<file path="config.mk">
export PLATFORM = sky130hd
export DESIGN_NAME = alu_muldiv_seq
export DESIGN_NICKNAME = d
export VERILOG_FILES = /design/src/rtl/alu_muldiv_seq_pkg.sv /design/src/rtl/alu_muldiv_seq_core.sv /design/src/rtl/alu_muldiv_seq.sv
export SDC_FILE = /design/constraint.sdc
export NUM_CORES = 1
export LEC_CHECK = 0
export ABC_AREA = 1
export ABC_CLOCK_PERIOD_IN_PS = 3450
export CORE_ASPECT_RATIO = 2
export CORE_MARGIN = 2
export CORE_UTILIZATION = 41
export CTS_CLUSTER_SIZE = 20
export DETAILED_ROUTE_END_ITERATION = 12
export HOLD_SLACK_MARGIN = 0.15
export SLEW_MARGIN = 40
export SYNTH_ARGS = -nofsm -noshare
export SYNTH_HDL_FRONTEND = slang
export SYNTH_SLANG_ARGS = --single-unit
</file>
<file path="constraint.sdc">
create_clock -name clk -period 3.45 [get_ports clk]
set_clock_uncertainty 0.1 [all_clocks]
set_input_delay 0.345 -clock clk [delete_from_list [all_inputs] [get_ports clk]]
set_output_delay 0.345 -clock clk [all_outputs]
set_load 0.005 [all_outputs]
</file>
<file path="src/rtl/alu_muldiv_seq_pkg.sv">
`default_nettype none
// ============================================================================
// Module   : alu_muldiv_seq_pkg
// Purpose  : Opcode and FSM types plus opcode-decode helpers for the
//            iterative multiply/divide unit.
// Revision : 1.0 - initial release
// ============================================================================
package alu_muldiv_seq_pkg;

  localparam logic [3:0] MULDIV_OPT_BASE = 4'h8;

  typedef enum logic [3:0] {
    OPT_MUL   = 4'h8,
    OPT_MULH  = 4'h9,
    OPT_MULHU = 4'hA,
    OPT_DIV   = 4'hB,
    OPT_DIVU  = 4'hC,
    OPT_REM   = 4'hD,
    OPT_REMU  = 4'hE
  } muldiv_opt_e;

  typedef enum logic [1:0] {
    ST_IDLE = 2'd0,
    ST_CALC = 2'd1,
    ST_FIX  = 2'd2,
    ST_DONE = 2'd3
  } muldiv_state_e;

  // Opcode lies in the extended calc range 8..E
  function automatic logic fn_is_valid_opt(input logic [3:0] opt);
    return (opt >= MULDIV_OPT_BASE) && (opt <= OPT_REMU);
  endfunction

  // Divide family (quotient or remainder)
  function automatic logic fn_is_div(input logic [3:0] opt);
    return opt inside {OPT_DIV, OPT_DIVU, OPT_REM, OPT_REMU};
  endfunction

  // Ops whose operands are interpreted as two's complement
  function automatic logic fn_is_signed(input logic [3:0] opt);
    return opt inside {OPT_MULH, OPT_DIV, OPT_REM};
  endfunction

  // Divide ops returning the quotient (as opposed to the remainder)
  function automatic logic fn_is_quot(input logic [3:0] opt);
    return opt inside {OPT_DIV, OPT_DIVU};
  endfunction

endpackage
`default_nettype wire

</file>
<file path="src/rtl/alu_muldiv_seq_core.sv">
`default_nettype none
// ============================================================================
// Module   : alu_muldiv_seq_core
// Purpose  : Per-cycle datapath: radix-2 shift-add multiply or restoring
//            divide, one bit per step, sharing one 2*XLEN accumulator.
//            Multiply: acc = {partial_hi, multiplier shifting out}.
//            Divide  : acc = {remainder, dividend shifting out / quotient in}.
// Revision : 1.0 - initial release
// ============================================================================
module alu_muldiv_seq_core #(
  parameter int XLEN = 32
) (
  input  logic              clk,
  input  logic              rst_n,
  input  logic              i_start,
  input  logic              i_step,
  input  logic              i_is_div,
  input  logic [XLEN-1:0]   i_a,
  input  logic [XLEN-1:0]   i_b,
  output logic [2*XLEN-1:0] o_acc
);

  logic [2*XLEN-1:0] r_acc;
  logic [XLEN-1:0]   r_b;
  logic              r_is_div;

  logic [XLEN-1:0]   w_hi;
  logic [XLEN-1:0]   w_lo;
  logic [XLEN:0]     w_sum;
  logic [XLEN:0]     w_trial;
  logic [XLEN:0]     w_diff;
  logic              w_borrow;
  logic [XLEN-1:0]   w_rem_nxt;

  assign w_hi = r_acc[2*XLEN-1:XLEN];
  assign w_lo = r_acc[XLEN-1:0];

  // Multiply step: add the multiplicand when the current multiplier bit is set
  assign w_sum = {1'b0, w_hi} + (w_lo[0] ? {1'b0, r_b} : {(XLEN+1){1'b0}});

  // Divide step: shift the next dividend bit into the remainder, trial subtract.
  // The remainder is always below the divisor, so the shifted value fits in
  // XLEN+1 bits and bit XLEN of the difference is a clean borrow flag.
  assign w_trial   = {w_hi, w_lo[XLEN-1]};
  assign w_diff    = w_trial - {1'b0, r_b};
  assign w_borrow  = w_diff[XLEN];
  assign w_rem_nxt = w_borrow ? w_trial[XLEN-1:0] : w_diff[XLEN-1:0];

  // Load operands on start, advance one bit per step
  always_ff @(posedge clk or negedge rst_n) begin
    if (!rst_n) begin
      r_acc    <= '0;
      r_b      <= '0;
      r_is_div <= 1'b0;
    end else if (i_start) begin
      r_acc    <= {{XLEN{1'b0}}, i_a};
      r_b      <= i_b;
      r_is_div <= i_is_div;
    end else if (i_step) begin
      if (r_is_div) begin
        r_acc <= {w_rem_nxt, w_lo[XLEN-2:0], ~w_borrow};
      end else begin
        r_acc <= {w_sum, w_lo[XLEN-1:1]};
      end
    end
  end

  assign o_acc = r_acc;

endmodule
`default_nettype wire

</file>
<file path="src/rtl/alu_muldiv_seq.sv">
`default_nettype none
// ============================================================================
// Module   : alu_muldiv_seq
// Purpose  : Multi-cycle MUL/DIV/REM execute unit behind valid/ready.
//            Owns the FSM, handshake, fast-path decode and sign fix-up;
//            the iterative datapath lives in alu_muldiv_seq_core.
// Revision : 1.0 - initial release
// ============================================================================
module alu_muldiv_seq
  import alu_muldiv_seq_pkg::*;
#(
  parameter int XLEN  = 32,
  parameter int TAG_W = 5
) (
  input  logic             clk,
  input  logic             rst_n,
  input  logic             i_flush,
  input  logic             i_in_valid,
  output logic             o_in_ready,
  input  logic [3:0]       i_in_opt,
  input  logic [XLEN-1:0]  i_in_a,
  input  logic [XLEN-1:0]  i_in_b,
  input  logic [TAG_W-1:0] i_in_tag,
  output logic             o_out_valid,
  input  logic             i_out_ready,
  output logic [XLEN-1:0]  o_out_data,
  output logic [TAG_W-1:0] o_out_tag,
  output logic             o_busy
);

  localparam int              CNT_W      = $clog2(XLEN);
  localparam logic [CNT_W-1:0] C_CNT_LAST = CNT_W'(XLEN - 1);
  localparam logic [XLEN-1:0]  C_MIN      = {1'b1, {(XLEN-1){1'b0}}};
  localparam logic [XLEN-1:0]  C_ONES     = {XLEN{1'b1}};

  function automatic logic [XLEN-1:0] fn_neg(input logic [XLEN-1:0] v);
    return ~v + XLEN'(1);
  endfunction

  function automatic logic [XLEN-1:0] fn_abs(input logic [XLEN-1:0] v);
    return v[XLEN-1] ? fn_neg(v) : v;
  endfunction

  muldiv_state_e     r_state;
  logic [CNT_W-1:0]  r_cnt;
  logic [3:0]        r_opt;
  logic              r_sa;
  logic              r_sb;
  logic              r_out_valid;
  logic [XLEN-1:0]   r_out_data;
  logic [TAG_W-1:0]  r_out_tag;

  logic              w_accept;
  logic              w_opt_ok;
  logic              w_is_div;
  logic              w_signed;
  logic              w_b_zero;
  logic              w_ovf;
  logic              w_fast;
  logic              w_sa;
  logic              w_sb;
  logic [XLEN-1:0]   w_a_mag;
  logic [XLEN-1:0]   w_b_mag;
  logic [XLEN-1:0]   w_fast_data;
  logic [2*XLEN-1:0] w_acc;
  logic [2*XLEN-1:0] w_prod;
  logic [XLEN-1:0]   w_quot;
  logic [XLEN-1:0]   w_rem;
  logic [XLEN-1:0]   w_fix_data;

  // Flush blocks a same-cycle accept even when idle
  assign w_accept = i_in_valid & (r_state == ST_IDLE) & ~i_flush;

  assign w_opt_ok = fn_is_valid_opt(i_in_opt);
  assign w_is_div = w_opt_ok & fn_is_div(i_in_opt);
  assign w_signed = w_opt_ok & fn_is_signed(i_in_opt);
  assign w_b_zero = (i_in_b == '0);
  assign w_ovf    = w_signed & w_is_div & (i_in_a == C_MIN) & (i_in_b == C_ONES);
  assign w_fast   = ~w_opt_ok | (w_is_div & (w_b_zero | w_ovf));

  assign w_sa    = w_signed & i_in_a[XLEN-1];
  assign w_sb    = w_signed & i_in_b[XLEN-1];
  assign w_a_mag = w_signed ? fn_abs(i_in_a) : i_in_a;
  assign w_b_mag = w_signed ? fn_abs(i_in_b) : i_in_b;

  // Results that bypass the iterative path entirely
  always_comb begin
    w_fast_data = '0;
    if (w_is_div) begin
      if (w_b_zero) begin
        w_fast_data = fn_is_quot(i_in_opt) ? C_ONES : i_in_a;
      end else if (w_ovf) begin
        w_fast_data = fn_is_quot(i_in_opt) ? C_MIN : '0;
      end
    end
  end

  alu_muldiv_seq_core #(
    .XLEN (XLEN)
  ) u_core (
    .clk      (clk),
    .rst_n    (rst_n),
    .i_start  (w_accept & ~w_fast),
    .i_step   (r_state == ST_CALC),
    .i_is_div (w_is_div),
    .i_a      (w_a_mag),
    .i_b      (w_b_mag),
    .o_acc    (w_acc)
  );

  assign w_prod = (r_sa ^ r_sb) ? (~w_acc + (2*XLEN)'(1)) : w_acc;
  assign w_quot = w_acc[XLEN-1:0];
  assign w_rem  = w_acc[2*XLEN-1:XLEN];

  // Sign fix-up and half select of the raw magnitude result
  always_comb begin
    w_fix_data = '0;
    case (r_opt)
      OPT_MUL:            w_fix_data = w_prod[XLEN-1:0];
      OPT_MULH,
      OPT_MULHU:          w_fix_data = w_prod[2*XLEN-1:XLEN];
      OPT_DIV,
      OPT_DIVU:           w_fix_data = (r_sa ^ r_sb) ? fn_neg(w_quot) : w_quot;
      OPT_REM,
      OPT_REMU:           w_fix_data = r_sa ? fn_neg(w_rem) : w_rem;
      default:            w_fix_data = '0;
    endcase
  end

  // Control FSM with registered result and handshake outputs
  always_ff @(posedge clk or negedge rst_n) begin
    if (!rst_n) begin
      r_state     <= ST_IDLE;
      r_cnt       <= '0;
      r_opt       <= '0;
      r_sa        <= 1'b0;
      r_sb        <= 1'b0;
      r_out_valid <= 1'b0;
      r_out_data  <= '0;
      r_out_tag   <= '0;
    end else if (i_flush) begin
      r_state     <= ST_IDLE;
      r_out_valid <= 1'b0;
    end else begin
      case (r_state)
        ST_IDLE: begin
          if (w_accept) begin
            r_opt     <= i_in_opt;
            r_sa      <= w_sa;
            r_sb      <= w_sb;
            r_out_tag <= i_in_tag;
            r_cnt     <= '0;
            if (w_fast) begin
              r_out_data  <= w_fast_data;
              r_out_valid <= 1'b1;
              r_state     <= ST_DONE;
            end else begin
              r_state <= ST_CALC;
            end
          end
        end
        ST_CALC: begin
          r_cnt <= r_cnt + CNT_W'(1);
          if (r_cnt == C_CNT_LAST) begin
            r_state <= ST_FIX;
          end
        end
        ST_FIX: begin
          r_out_data  <= w_fix_data;
          r_out_valid <= 1'b1;
          r_state     <= ST_DONE;
        end
        ST_DONE: begin
          if (i_out_ready) begin
            r_out_valid <= 1'b0;
            r_state     <= ST_IDLE;
          end
        end
        default: r_state <= ST_IDLE;
      endcase
    end
  end

  assign o_in_ready  = (r_state == ST_IDLE);
  assign o_busy      = (r_state != ST_IDLE);
  assign o_out_valid = r_out_valid;
  assign o_out_data  = r_out_data;
  assign o_out_tag   = r_out_tag;

endmodule
`default_nettype wire

</file>
==> impl_table.tex <==
\begin{tabular}{lr}
\hline
Metric & Value \\
\hline
\multicolumn{2}{l}{\textbf{Outcome}} \\
Result of the run & finished, final reports clean \\
\multicolumn{2}{l}{\textbf{Pwr}} \\
Maximum VDD drop & $\sim$530 uV \\
Sum of internal, switching and leakage power & between 20 and 25 mW \\
Power density relative to cell area & between 900 and 1000 nW/um\^{}2 \\
Cell leakage power & approximately 11 nW \\
\multicolumn{2}{l}{\textbf{GRT}} \\
Maximum number of pins on one net before global-route repair & between 90 and 100 \\
First-pass GRT wire length & 145.4 mm \\
Total grt overflow & 0 \\
Initial antenna violation count & 4 \\
Number of global-route vias before repair & $\sim$22k \\
Overall track demand over capacity in global routing & a little over two fifths \\
\multicolumn{2}{l}{\textbf{Final layout}} \\
Number of nets in the layout & approximately 3.5k \\
Fill cells & $\sim$4.7k \\
Post-synthesis to final-layout area growth & 16.54\% \\
Share of the core filled with cells & 48.40\% \\
Fraction of final layout cells sized beyond drive strength 1 & around 6.4\% \\
\multicolumn{2}{l}{\textbf{Synth}} \\
Cell count after synthesis & roughly 3.2k \\
Syn Area/Cell & 5.588 sq um \\
Distinct cell type count of the synthesized netlist & 49 \\
Cell area after synthesis & roughly 18000 sq um \\
Sequential fraction of the synthesis area & 20.95\% \\
Synth warnings & 0 \\
Number of flip-flops and latches in the synthesized netlist & about 150 \\
Number of nets in the synthesized netlist & about 3.3k \\
\multicolumn{2}{l}{\textbf{Routing}} \\
Total Wirelength & approximately 96 mm \\
Post-DRT Antenna Nets & 0 \\
Starting DRC count in detailed routing & approximately 1.9k \\
Drt wl/cell & about 25 microns \\
Per-cell via count in the routed design & 5.772 \\
Total via count in the routed design & between 20k and 25k \\
Number of detailed-routing iterations run before antenna repair & 6 \\
DRC violations left & 0 \\
\multicolumn{2}{l}{\textbf{Setup path}} \\
CP required & 3.69 ns \\
Highest fanout seen on the critical path & 16 \\
Worst-case reg-to-reg path depth & 17 \\
Reg-to-reg critical path endpoint & u\_core.o\_acc[48] \\
Slack of the worst reg-to-reg path & roughly 0.098 ns \\
Startpoint type of the worst setup path & register \\
Endpoint type of the worst setup path & register \\
Arrival time of the worst setup path & 3.59 ns \\
Setup CP Type & reg -> reg \\
Reg2reg start & u\_core.o\_acc[0] \\
\multicolumn{2}{l}{\textbf{Clock network}} \\
Number of buffers inserted during clock tree synthesis & 17 \\
Clock Pin Slew Worst Setup and Hold Paths & $\sim$0.07 ns \\
Clock network latency to the later pin of the worst-skew pair & around 0.47 ns \\
Post-CTS setup buffer count & 0 \\
Clk sinks & 148 \\
Root buffer cell & sky130\_fd\_sc\_hd\_\_clkbuf\_16 \\
Clock tree from TritonCTS & built \\
Deepest clock path buffer count & 2 \\
CTS H-Tree Depth & 4 \\
\multicolumn{2}{l}{\textbf{Floorplan}} \\
Initial core utilization & 41.53\% \\
Die H & 297.7 microns \\
Number of placement rows & $\sim$110 \\
Top Ports & around 120 \\
Placeable core region & between 40000 and 50000 sq um \\
Floorplan die area & 44900 sq um \\
Die extent in x & between 150 and 200 microns \\
\multicolumn{2}{l}{\textbf{STA}} \\
Fin. Hold Viols & 0 \\
Period minus WS final & $\sim$3.4 ns \\
Transition time at the pin with the least slew margin & around 0.9 ns \\
Fmax & slightly below 0.3 GHz \\
Fin worst setup slack & slightly below 0.1 ns \\
Worst max-slew margin expressed relative to the limit & 41.08\% \\
RSZ-0062 raised after global routing & false \\
Period utilisation layout & a little over nine tenths \\
Count of final setup violators & 0 \\
Final-layout setup total negative slack & 0 ns \\
Number of pins with negative max-slew slack in the final report & 0 \\
Smallest hold slack & roughly 0.20 ns \\
\multicolumn{2}{l}{\textbf{Place}} \\
Estimated wirelength of the detail-placed design & $\sim$77 mm \\
Placer Congestion & $\sim$1.1 \\
Post-Place Worst Slack & between 0.15 and 0.2 ns \\
Number of input and output port buffers inserted & between 100 and 150 \\
\multicolumn{2}{l}{\textbf{Run}} \\
Number of maximum-capacitance violations & 0 \\
\multicolumn{2}{l}{\textbf{Worst hold path}} \\
Class of the most critical hold timing path & in -> async \\
\hline
\end{tabular}
-- cells by family (layout without fill, tap and decap cells) --
logic type,after synthesis,after routing,share of synthesized area (%)
buf+inv,501,676,11.90
simple gates,1996,1996,46.84
flops,148,148,20.95
fa+ha+maj,77,77,5.534
xor+xnor,70,70,3.468
other cells,0,5,0
compound gates,372,372,11.30
-- stage by stage --
stage | area (sq um) | std cells
2_1_floorplan | 17680 | 3164
3_3_place_gp | 19990 | 3851
3_5_place_dp | 19990 | 3851
4_1_cts | 20550 | 3883
5_1_grt | 20590 | 3885
6_report | 20600 | 3889
-- registers in the layout (all words and copies together), names as in the netlist --
name             cells
u_core.o_acc        64
o_out_data          32
u_core.r_b          32
o_out_tag            5
r_cnt                5
r_opt                4
r_state              2
o_out_valid          1
r_sa                 1
r_sb                 1
u_core.r_is_div      1
-- repair_timing --
| item | in CTS | in global routing |
|---|---|---|
| hold buffers | 1 | 0 |
| gates resized for setup | 0 | 5 |
| setup endpoints to repair | 0 | 10 |
| endpoints found under the hold margin | 89 | 0 |
-- worst max-delay path, stage by stage (launching register included) --
cell,delay [ns]
sky130_fd_sc_hd__dfrtp_1,0.38
sky130_fd_sc_hd__buf_4,0.21
sky130_fd_sc_hd__nand2_1,0.08
sky130_fd_sc_hd__inv_1,0.05
sky130_fd_sc_hd__ha_1,0.33
sky130_fd_sc_hd__a21oi_1,0.52
sky130_fd_sc_hd__o21ai_0,0.51
sky130_fd_sc_hd__nand2_1,0.17
sky130_fd_sc_hd__nand2_1,0.06
sky130_fd_sc_hd__nand2_1,0.06
sky130_fd_sc_hd__nand3b_1,0.09
sky130_fd_sc_hd__nand2_1,0.07
sky130_fd_sc_hd__nand2_1,0.04
sky130_fd_sc_hd__nor2_1,0.13
sky130_fd_sc_hd__buf_4,0.15
sky130_fd_sc_hd__nor2_1,0.05
sky130_fd_sc_hd__nand2_1,0.09
sky130_fd_sc_hd__o21ai_0,0.10
-- where the power goes --
group          internal [mW]  leakage (nW)  total [mW]  switching (mW)
Sequential              2.48          1.87        3.42           0.942
Combinational           4.71          8.48        15.3            10.6
Clock                  0.968         0.262        1.86           0.891
-- synthesized netlist by cell type, drive strengths merged --
library cell / number / area (sq um)
o21a: 1 / 7.510
nor4: 7 / 43.79
a21oi: 141 / 735.7
nand2: 1100 / 4169
a31oi: 3 / 18.77
buf: 53 / 410.4
nor2: 443 / 1685
o22ai: 1 / 6.260
dfrtp: 148 / 3704
a21o: 3 / 22.52
xor2: 50 / 437.9
a21boi: 4 / 30.03
clkbuf: 44 / 167.7
inv: 404 / 1526
nand3: 346 / 1759
a211oi: 1 / 12.51
xnor2: 20 / 175.2
fa: 2 / 40.04
nand3b: 13 / 97.59
o31ai: 3 / 22.52
nor3: 26 / 145.1
nand4: 43 / 269.0
o21bai: 13 / 97.59
or2: 16 / 100.1
ha: 75 / 938.4
or3: 1 / 6.260
o21ai: 191 / 959.7
o211ai: 10 / 75.07
nand2b: 1 / 6.260
o211a: 1 / 10.01
-- worst max path at each step --
stage	start	end	cells past startpoint
after floorplan	u_core.o_acc[0]	u_core.o_acc[53]	17
after global placement	u_core.o_acc[31]	u_core.o_acc[40]	19
after detailed placement	u_core.o_acc[31]	u_core.o_acc[40]	19
after CTS	u_core.o_acc[31]	u_core.o_acc[40]	19
after global routing	u_core.o_acc[31]	u_core.o_acc[41]	19
final	u_core.o_acc[0]	u_core.o_acc[48]	17
-- final cells by class --
cell class	count	area [sq um]	share of cell area, %
Antenna cell	5	12.51	0.06073
Tap cell	545	681.9	3.310
Sequential cell	148	3706	17.99
Timing Repair Buffer	241	2233	10.84
Multi-Input combinational cell	2515	11890	57.70
Clock buffer	20	456.7	2.217
Clock inverter	11	95.09	0.4615
Inverter	404	1530	7.427
-- metal layers --
metal / track usage (%) / vias up / routed length [microns]
met2: 74.98 / 1206 / 48010
li1: - / 10390 / -
met5: 0.1136 / - / 0
met4: 45.04 / 0 / 13200
met3: 12.28 / 570 / 6866
met1: 39.55 / 10290 / 28290
-- layout by cell type, fill, tap and decap left out, types with 8 or more instances in the layout --
master	count
sky130_fd_sc_hd__o21ai_0	164
sky130_fd_sc_hd__nor2_2	8
sky130_fd_sc_hd__nand3_1	342
sky130_fd_sc_hd__inv_1	395
sky130_fd_sc_hd__nor2_1	434
sky130_fd_sc_hd__xor2_1	50
sky130_fd_sc_hd__ha_1	75
sky130_fd_sc_hd__nand3b_1	13
sky130_fd_sc_hd__nand2_1	1090
sky130_fd_sc_hd__o21ai_1	26
sky130_fd_sc_hd__nor3_1	23
sky130_fd_sc_hd__o211ai_1	10
sky130_fd_sc_hd__buf_4	113
sky130_fd_sc_hd__o21bai_1	13
sky130_fd_sc_hd__xnor2_1	20
sky130_fd_sc_hd__clkbuf_16	17
sky130_fd_sc_hd__buf_12	8
sky130_fd_sc_hd__dfrtp_1	146
sky130_fd_sc_hd__nand4_1	43
sky130_fd_sc_hd__a21oi_1	132
sky130_fd_sc_hd__a21oi_2	9
sky130_fd_sc_hd__clkdlybuf4s50_1	116
sky130_fd_sc_hd__or2_2	11
Power figures use the tool's default switching activity.
